[src/rtl/cpu_types_pkg.sv]
// Shared CPU type definitions: the ALU operation encoding used by the ALU and its arbiter.
package cpu_types_pkg;

   typedef enum logic [3:0] {
      ALU_ADD = 4'd0,
      ALU_SUB = 4'd1,
      ALU_AND = 4'd2,
      ALU_OR  = 4'd3,
      ALU_XOR = 4'd4,
      ALU_SLL = 4'd5,
      ALU_SRL = 4'd6,
      ALU_SLT = 4'd7
   } aluop_t;

endpackage

[src/rtl/alu_arbiter.sv]
// Two-requester arbiter in front of one shared combinational ALU (IDLE -> EXEC -> RESP).
// Define ALU_ARB_ROUND_ROBIN_EN for round-robin contention; default is fixed priority to requester 0.
module alu_arbiter
   import cpu_types_pkg::*;
#(
   parameter int unsigned WIDTH = 32
) (
   input  logic             CLK,
   input  logic             RST,

   input  logic [1:0]       req_valid,
   output logic [1:0]       req_ready,
   input  aluop_t           req_aluop0,
   input  aluop_t           req_aluop1,
   input  logic [WIDTH-1:0] req_porta0,
   input  logic [WIDTH-1:0] req_portb0,
   input  logic [WIDTH-1:0] req_porta1,
   input  logic [WIDTH-1:0] req_portb1,

   output logic [1:0]       resp_valid,
   input  logic [1:0]       resp_ready,
   output logic [WIDTH-1:0] resp_out,
   output logic [2:0]       resp_flags,

   output aluop_t           alu_aluop,
   output logic [WIDTH-1:0] alu_porta,
   output logic [WIDTH-1:0] alu_portb,
   input  logic [WIDTH-1:0] alu_outport,
   input  logic             alu_zero_f,
   input  logic             alu_neg_f,
   input  logic             alu_over_f,

   output logic             busy
);

   typedef enum logic [1:0] {IDLE, EXEC, RESP} state_t;

   state_t           state_q;
   aluop_t           op_q;
   logic [WIDTH-1:0] opa_q;
   logic [WIDTH-1:0] opb_q;
   logic [WIDTH-1:0] result_q;
   logic [2:0]       flags_q;
   logic             grant_q;
   logic [1:0]       resp_valid_q;
   logic             busy_q;

   logic             sel;
   logic [1:0]       sel_oh;
   logic             xfer;

`ifdef ALU_ARB_ROUND_ROBIN_EN
   logic             last_grant_q;

   always_comb begin
      if (req_valid == 2'b11) begin
         sel = ~last_grant_q;
      end else begin
         sel = (req_valid == 2'b10);
      end
   end
`else
   always_comb begin
      sel = (req_valid == 2'b10);
   end
`endif

   assign sel_oh    = (req_valid == 2'b00) ? 2'b00 : (sel ? 2'b10 : 2'b01);
   // Ready is forced low during reset so nothing is accepted in the reset cycle.
   assign req_ready = (state_q == IDLE && !RST) ? sel_oh : 2'b00;
   assign xfer      = |(req_valid & req_ready);

   always_ff @(posedge CLK) begin
      if (RST) begin
         state_q      <= IDLE;
         op_q         <= ALU_ADD;
         opa_q        <= '0;
         opb_q        <= '0;
         result_q     <= '0;
         flags_q      <= 3'b000;
         grant_q      <= 1'b0;
         resp_valid_q <= 2'b00;
         busy_q       <= 1'b0;
`ifdef ALU_ARB_ROUND_ROBIN_EN
         last_grant_q <= 1'b1;
`endif
      end else begin
         unique case (state_q)
            IDLE: begin
               if (xfer) begin
                  op_q    <= sel ? req_aluop1 : req_aluop0;
                  opa_q   <= sel ? req_porta1 : req_porta0;
                  opb_q   <= sel ? req_portb1 : req_portb0;
                  grant_q <= sel;
`ifdef ALU_ARB_ROUND_ROBIN_EN
                  last_grant_q <= sel;
`endif
                  busy_q  <= 1'b1;
                  state_q <= EXEC;
               end
            end
            EXEC: begin
               result_q     <= alu_outport;
               flags_q      <= {alu_over_f, alu_neg_f, alu_zero_f};
               resp_valid_q <= grant_q ? 2'b10 : 2'b01;
               state_q      <= RESP;
            end
            RESP: begin
               // Only the granted requester's ready can release the result.
               if (resp_ready[grant_q]) begin
                  resp_valid_q <= 2'b00;
                  busy_q       <= 1'b0;
                  state_q      <= IDLE;
               end
            end
            default: begin
               resp_valid_q <= 2'b00;
               busy_q       <= 1'b0;
               state_q      <= IDLE;
            end
         endcase
      end
   end

   assign resp_valid = resp_valid_q;
   assign resp_out   = result_q;
   assign resp_flags = flags_q;
   assign busy       = busy_q;
   assign alu_aluop  = op_q;
   assign alu_porta  = opa_q;
   assign alu_portb  = opb_q;

endmodule

[config.mk]
export PLATFORM = sky130hd
export DESIGN_NAME = alu_arbiter
export DESIGN_NICKNAME = d
export VERILOG_FILES = /design/src/rtl/cpu_types_pkg.sv /design/src/rtl/alu_arbiter.sv
export SDC_FILE = /design/constraint.sdc
export NUM_CORES = 1
export LEC_CHECK = 0
export CELL_PAD_IN_SITES_DETAIL_PLACEMENT = 1
export CELL_PAD_IN_SITES_GLOBAL_PLACEMENT = 1
export CORE_ASPECT_RATIO = 0.9
export CORE_UTILIZATION = 29
export CTS_BUF_LIST = sky130_fd_sc_hd__clkbuf_4
export CTS_CLUSTER_SIZE = 8
export DETAILED_ROUTE_END_ITERATION = 12
export PLACE_DENSITY_LB_ADDON = 0.08
export SLEW_MARGIN = 20
export SYNTH_ARGS = -nofsm -noshare
export SYNTH_HDL_FRONTEND = slang
export SYNTH_SLANG_ARGS = --single-unit
[constraint.sdc]
create_clock -name CLK -period 5.1 [get_ports CLK]
set_input_delay 1.53 -clock CLK [delete_from_list [all_inputs] [get_ports CLK]]
set_output_delay 1.53 -clock CLK [all_outputs]
set_load 0.005 [all_outputs]
=== Word level (Yosys, flattened, before mapping) ===
Cells that the tools add are included.

* Register bits: 109
* Output and inout bits: 108
* Logic and storage cells: 43

* Order comparisons: 1
* Equality and inequality tests: 5
* Mux-type cells: 16
* Bitwise operators: 3
* Reduce and logical (&&, ||, !) cells: 9

{| class="wikitable"
|+ Operators by type and width
! cell !! count
|-
| 32-bit two-way mux || 2
|-
| 2-bit two-way mux || 6
|-
| 2-bit case mux with 3 select lines || 2
|-
| 2-bit AND reduction || 3
|-
| 2-bit equality test (second input constant) || 2
|-
| 2-bit logical NOT || 2
|-
| 1-bit two-way mux || 4
|-
| 4-bit two-way mux || 1
|-
| 2-bit inequality test (second input constant) || 2
|-
| 1-bit case mux with 3 select lines || 1
|-
| 3-bit AND reduction || 1
|-
| 2-bit bitwise AND || 1
|-
| 2-bit by 1-bit equality test with 1-bit output (second input constant) || 1
|-
| 1-bit by 2-bit less-than comparator with 1-bit output (second input constant) || 1
|-
| 1-bit NOT || 2
|-
| 2-bit OR reduction || 1
|-
| 1-bit logical AND || 1
|-
| 1-bit logical NOT || 1
|}

=== Depth between registers and ports, before layout ===
Gate-level depths: netlist of run 1.

* Depth after elaboration: 8
* Mapped depth: 7
* Depth with buffers taken out: 3

=== Least setup slack after synthesis of run 1 ===
Ideal clock, no wire load.

* Kind: input port to output port
* Start point: in req_valid[0]
* End point: out req_ready[1]
* Data arrival time: 2.363 ns
* Path slack: 1.207 ns
* Cell stages on the path: 5
* Buffers on the path: 3
* Cells stage by stage: nand2b_1 -> buf_2 -> buf_4 -> buf_4 -> nor4_1

* Cells in the longest elaborated chain, start to end: 4
* Elaborated cells between the ends (all ways): 5
* Those cells by class: eq/ne: 1; mux: 3; reduce/logical: 1

{| class="wikitable"
|+ RTL lines
! element !! line !! RTL
|-
| start, declared || alu_arbiter.sv:11 || <nowiki>input logic [1:0] req_valid,</nowiki>
|-
| 2-bit equality test || alu_arbiter.sv:64 || <nowiki>sel = (req_valid == 2'b10);</nowiki>
|-
| 2-bit two-way mux || alu_arbiter.sv:68 || <nowiki>assign sel_oh = (req_valid == 2'b00) ? 2'b00 : (sel ? 2'b10 : 2'b01);</nowiki>
|-
| 2-bit two-way mux * || alu_arbiter.sv:68 ||
|-
| 2-bit two-way mux * || alu_arbiter.sv:70 || <nowiki>assign req_ready = (state_q == IDLE && !RST) ? sel_oh : 2'b00;</nowiki>
|-
| end, declared || alu_arbiter.sv:12 || <nowiki>output logic [1:0] req_ready,</nowiki>
|}

Every way passes the cells marked *; elsewhere a longest branch is shown, timed or not.

=== Final worst setup path of run 1 ===
Ends and elaborated chain as after synthesis.

==> results of run 1 <==
==> synthesized netlist by cell type, drive strengths merged, types with 2 or more instances <==
cell type | count | share of area
a211oi | 70 | 0.12
a21oi | 108 | 0.12
and2 | 2 | 0.0027
buf | 28 | 0.036
clkbuf | 24 | 0.019
dfxtp | 109 | 0.47
inv | 2 | 0.0016
mux2i | 69 | 0.15
nand2 | 71 | 0.057
nand2b | 3 | 0.0040
nor2 | 2 | 0.0016
nor2b | 3 | 0.0040
o21ai | 2 | 0.0022
==> area by class of cell <==
class                           count  area (µm²)  area share
Antenna cell                        1       2.502   0.0003233
Clock buffer                        9       67.56    0.008728
Clock inverter                      7       113.9     0.01471
Inverter                            2       7.507   0.0009698
Multi-Input combinational cell    336        2203      0.2846
Sequential cell                   109        2182      0.2819
Tap cell                          202       252.7     0.03265
Timing Repair Buffer              293        2912      0.3761
==> critical path, cell delays in order <==
cell,delay [ns]
clkdlybuf4s50_1,0.46
nand2b_4,0.17
nor4_1,0.25
clkdlybuf4s50_1,0.61
==> state kept, by name (all words and copies together) (netlist names) <==
name	count
busy	1
alu_porta	32
resp_out	32
grant_q	1
state_q	2
resp_valid	2
alu_aluop	4
alu_portb	32
resp_flags	3
==> power by group through the flow <==
stage / Sequential (mW) / Combinational (mW) / Clock [mW]
after global routing: 0.981 / 0.614 / 0.588
final: 0.971 / 0.564 / 0.530
after detailed placement: 0.989 / 0.573 / 0
after global placement: 0.985 / 0.559 / 0
after CTS: 0.972 / 0.576 / 0.559
after floorplan: 0.991 / 0.223 / 0
==> layer usage <==
layer,track usage,share of wire
met1,0.2137,0.39
met2,0.3689,0.51
met3,0.07740,0.087
met4,0.06110,0.017
met5,0,0
==> stage by stage <==
stage	power [mW]	utilization	setup slack, ns
after detailed placement	1.563	0.4875	0.5321
after CTS	2.107	0.4992	0.5126
after global routing	2.183	0.4996	0.4393
after global placement	1.545	0.4875	0.5189
after floorplan	1.214	-	1.207
final	2.065	0.4996	0.5488
==> kinds of logic (layout without fill, tap and decap cells) <==
group / Yosys count / after routing / synth area share
flip-flops: 109 / 109 / 0.4706
AO/OA/AOI/OAI: 182 / 182 / 0.2466
buffers and inverters: 54 / 311 / 0.05667
multiplexers: 69 / 69 / 0.1489
other: 0 / 1 / 0
AND/OR/NAND/NOR: 85 / 85 / 0.07718
==> worst paths after layout <==
kind	slack, ns	depth (start not counted)	end
min reg2reg	0.47	2	resp_out[0]$_SDFFE_PP0P_
max reg2reg	2.38	5	alu_porta[30]$_SDFFE_PP0P_
min	0.47	2	resp_out[0]$_SDFFE_PP0P_
max	0.55	4	req_ready[1]
==> layout by cell type, fill, tap and decap left out, drive strengths merged, types with 3 or more instances in the layout <==
master	instances
clkdlybuf4s50	283
clkbuf	9
nand2	71
a21oi	108
dfxtp	109
buf	10
nand2b	3
mux2i	69
nor2b	3
bufinv	3
a211oi	70
clkinv	4
==> run metrics, run 1 <==
DR vias 4710; EDFF count, synth 0; DR DRC count 0; Peak Freq 219.7 MHz; clk slew on worst S/H paths 0.16 ns; peak supply drop 0.0001096 V; Pleak 2.991 nW; Final Non-Filler Cells 959; Total GRT Usage 0.2021; clk sink count 109; sequential share of the synthesized area 0.4706; status finished clean; Final Hold Fails 0; insertion delay to the later sink of the worst-skew pair 0.49 ns; Initial Util 0.2993; fin. max-slew vios 0; hold_ws 0.4681 ns; nets 928; first-pass detailed-route iteration total 4; global-route wire length before repair 25550 µm; die area 16500 µm²; ys async rst share 0; DP HPWL 12140 µm; IO Port Bufs 284; Hold-fix buffers, CTS 0; Initial DRC Count 138; clk root buf clkbuf_4; Crit Path Max Fanout 4; post-CTS setup buffers 0; Num CTS Buffers 9; P&R area growth vs syn 66.95%; Hold/Removal Path Class register to register; RSZ-0062 raised after global routing false; io pins 285; maxcap violations 0; drt wl/cell 17.42 µm; number of antenna violations at the first check in global routing 1; Finish-stage setup viols 0; switching power 0.5580 mW; row cnt 43; Data required, critical path 3.57 ns; measured slew at the worst slew-check pin 0.8752 ns; Pwr Density 266.8 nW/µm²; Filler cells 1736; R2R Path Start state_q[1]$_SDFFE_PP0P_; pin count of the biggest net entering global routing 70; CP Capture Type output port; Critical Path Start req_valid[0]; Crit path arrival time 3.02 ns; Logic pwr share 0.273; mapped cell area 4637 µm²; Placer Congestion 0.7350; antenna-violating nets left 0; Avg Inst Size Synth 9.292 µm²; count of cell types in the netlist 23; synthesized flop and latch total 109; relative slew slack 0.4165; switching share of power 0.2702; hold_sp resp_out[0]$_SDFFE_PP0P_; Net Count, Synth 676; Die Height 122.0 µm; clock group share of total power 0.257; DP Cell Count 942; CTS tree built; share of layout cells above drive strength 1 0.05423; min Tclk post-route 4.551 ns; Die W 135.3 µm; YS warnings 0; TNS Setup 0 ns; post-CTS sizing 0; post-route cell area 7741 µm²; Final Skew 0.01143 ns; critical path class primary input to output port; sequential cell fraction of total power 0.470; Core Region 15490 µm²; grt total ovfl 0; Routed Wire Length 16700 µm; Via density 4.911; fin crit share 0.8924; H-tree levels 3; CP Launch Type primary input; Int Power 1.507 mW; Placed Area 7553 µm²; ys flop type dfxtp_1; clock tree buffer depth 2; post-synthesis instance total 499; vias in the first global route 4910
Note: power is estimated with default switching activity, not from simulation.
==> run 2, diff against run 1 <==
Settings changed: CAP_MARGIN set to 10.
==> results of run 2 <==
Same layout as run 1: the final DEF is identical, and so are final timing and power.
==> run 3, diff against run 2 <==
Settings changed: ABC_AREA set to 1, CORE_UTILIZATION 29 to 28, SKIP_CTS_REPAIR_TIMING set to 1, SLEW_MARGIN 20 to 10.
==> run 3 against run 2 <==
  * Combinational power grew 12%
  * Clock-buffer cell count unchanged
  * Sequential share of layout area is 1.9 points lower
  * Critical path depth up 1
  * Sequential cell count is the same
  * Register-to-register slack improved by 1.0 ns
  * Maximum frequency grew 2.5%
  * Synthesized cell count grew 70%
  * Global-route usage is 1.1 points lower
  * Largest cell class unchanged
  * Die area grew 17%
  * Power grew 0.62%
  * Design area up 7.1%
==> run metrics, run 3 <==
YS warnings 0 (unchanged); share of layout cells above drive strength 1 0.03182 (-0.02241); Data required, critical path 3.57 ns (about the same); peak supply drop 0.0001156 V (+5.5%); fin crit share 0.8706 (-0.02180); nets 1272 (+37%); antenna-violating nets left 0 (unchanged); sequential share of the synthesized area 0.4167 (-0.05386); most frequent cells in the layout 283 x clkdlybuf4s50_1, 282 x nand2_1, 209 x nor2_1; Crit path largest cell delay 0.51 ns (-0.10 ns); sequential cell fraction of total power 0.471 (about the same); clk slew on worst S/H paths 0.20 ns (+0.04 ns); Post-Place Worst Slack 0.6598 ns (+0.1276 ns); io pins 285 (unchanged); insertion delay to the later sink of the worst-skew pair 0.49 ns (about the same); DP Cell Count 1329 (+41%); IO Port Bufs 284 (unchanged); Pleak 3.880 nW (+30%); Filler cells 2393 (+38%); Peak Freq 225.2 MHz (+2.5%); Int Power 1.411 mW (-6.4%); Routed Wire Length 18340 µm (+9.8%); post-route worst setup slack 0.6600 ns (+0.1112 ns); first-pass detailed-route iteration total 4 (unchanged); Core Region 18350 µm² (+18%); count of cell types in the netlist 16 (-30%); DR vias 5870 (+25%); clock tree buffer depth 2 (unchanged); Placer Congestion 0.7589 (+3.3%); maxcap violations 0 (unchanged); DR DRC count 0 (unchanged); Final Skew 0.03046 ns (+0.01904 ns); crit-path most repeated cell clkdlybuf4s50_1; synthesized flop and latch total 109 (unchanged); pin count of the biggest net entering global routing 71 (+1.4%); Total GRT Usage 0.1914 (-0.01074); CTS tree built; number of antenna violations at the first check in global routing 3 (+2); status finished clean; global-route wire length before repair 29550 µm (+16%); RSZ-0062 raised after global routing false; clk sink count 109 (unchanged); relative slew slack 0.4642 (+0.04769); clock group share of total power 0.226 (-0.031); die area 19250 µm² (+17%); DP HPWL 13070 µm (+7.6%); H-tree levels 3 (unchanged); CP Capture Type output port; ys flop type dfxtp_1; TNS Setup 0 ns (unchanged); Buf+Inv Stages, Crit Path 3 (+1); measured slew at the worst slew-check pin 0.8036 ns (-0.07154 ns); Via density 4.351 (-11%); CP max stage cell clkdlybuf4s50_1; crit-path leading delay family buffers and inverters; Cell Chain, Critical Path clkdlybuf4s50_1, nor2_4, nand3_1, inv_1, clkdlybuf4s50_1; Logic pwr share 0.304 (+0.031); P&R area growth vs syn 58.33%; most common cell after layout, fill and taps aside clkdlybuf4s50_1; Pwr Density 250.6 nW/µm² (-6.0%); Final Non-Filler Cells 1349 (+41%); Initial Util 0.2854 (-0.01386); Avg Inst Size Synth 6.189 µm² (-33%); drt wl/cell 13.59 µm (-22%); post-synthesis instance total 846 (+70%); synth top area cells dfxtp_1 42%, nand2_1 20%, nor2_1 15%; Final Hold Fails 0 (unchanged); critical path class primary input to output port; vias in the first global route 5734 (+17%); clk root buf clkbuf_4; Die Height 131.7 µm (+8.0%); Hold/Removal Path Class register to register; Initial DRC Count 163 (+18%); Num CTS Buffers 9 (unchanged); grt total ovfl 0 (unchanged); Finish-stage setup viols 0 (unchanged); top post-synthesis cells by count 282 x nand2_1, 209 x nor2_1, 109 x dfxtp_1, 72 x inv_1, 71 x nand3_1; Yosys top cell area share 0.4167 (-0.05386); switching share of power 0.3208 (+0.05059); fin. max-slew vios 0 (unchanged); leading area contributor after synthesis dfxtp_1; min Tclk post-route 4.440 ns (-0.1112 ns); Die W 146.2 µm (+8.0%); Crit path arrival time 2.91 ns (-0.11 ns); ys async rst share 0 (unchanged); CP Launch Type primary input; hold_ws 0.4769 ns (+0.008831 ns); Net Count, Synth 1023 (+51%); count leader, synth nand2_1; switching power 0.6666 mW (+19%); row cnt 47 (+9.3%); mapped cell area 5236 µm² (+13%); EDFF count, synth 0 (unchanged); Crit Path Max Fanout 4 (unchanged)
-- run 3: cell types whose count changed after synthesis, sizes merged, moves of 5 or more --
| cell | before | now |
|---|---|---|
| nand2 | 71 | 284 |
| nor2 | 2 | 210 |
| a21oi | 108 | 2 |
| inv | 2 | 77 |
| a211oi | 70 | 0 |
| nand3 | 1 | 71 |
| mux2i | 69 | 0 |
| o21ai | 2 | 38 |
| buf | 28 | 33 |
-- run 3: worst register-to-register path: cells and delay by family, from the launching register on --
family | cells | cell delay [ns]
DFF | 1 | 0.41
AOI/OAI and AO/OA | 1 | 0.07
buffers and inverters | 2 | 0.62
and+or+nand+nor | 5 | 0.50
-- run 3: cell families after synthesis --
logic type	count (synthesis)	synth area share
AOI/OAI and AO/OA	40	0.03895
DFF	109	0.4167
and+or+nand+nor	565	0.4244
buffers and inverters	132	0.1200
-- run 3: metrics by stage --
step             util  power (mW)  cell area [µm²]
4_1_cts        0.4513       2.122             8280
3_5_place_dp   0.4431       1.639             8129
6_report       0.4519       2.078             8290
5_1_grt        0.4517       2.230             8288
2_1_floorplan       -       1.278             5236
3_3_place_gp   0.4431       1.628             8129
-- run 3: final timing paths --
path              depth (start not counted)  slack, ns                       start                    endpoint
setup / recovery                          5       0.66                         RST                req_ready[1]
hold / removal                            2       0.48  resp_valid[0]$_SDFFE_PP0P_  resp_valid[0]$_SDFFE_PP0P_
setup reg to reg                          8       3.40     state_q[0]$_SDFFE_PP0P_  alu_porta[27]$_SDFFE_PP0P_
hold reg to reg                           2       0.48  resp_valid[0]$_SDFFE_PP0P_  resp_valid[0]$_SDFFE_PP0P_
-- run 3: per-layer routing --
layer  share of wire  track usage  wire length, µm
met4           0.016      0.05208              301
met3           0.073      0.05675             1340
met2            0.47       0.3259             8630
met5               0            0                0
met1            0.44       0.2339             8064
-- run 3: layout make-up --
class,count,area [µm²],share of cell area
Timing Repair Buffer,293,2918,0.3519
Multi-Input combinational cell,605,2434,0.2935
Sequential cell,109,2182,0.2632
Tap cell,245,306.5,0.03698
Inverter,77,289.0,0.03486
Clock inverter,7,83.83,0.01011
Clock buffer,9,67.56,0.008150
Antenna cell,4,10.01,0.001207
-- run 3: power groups by stage --
stage	clock, mW	sequential [mW]	combinational (mW)
finish	0.469	0.978	0.631
global placement	0	0.994	0.635
floorplan	0	1.00	0.273
CTS	0.497	0.980	0.644
global route	0.531	0.991	0.709
detailed placement	0	0.998	0.640
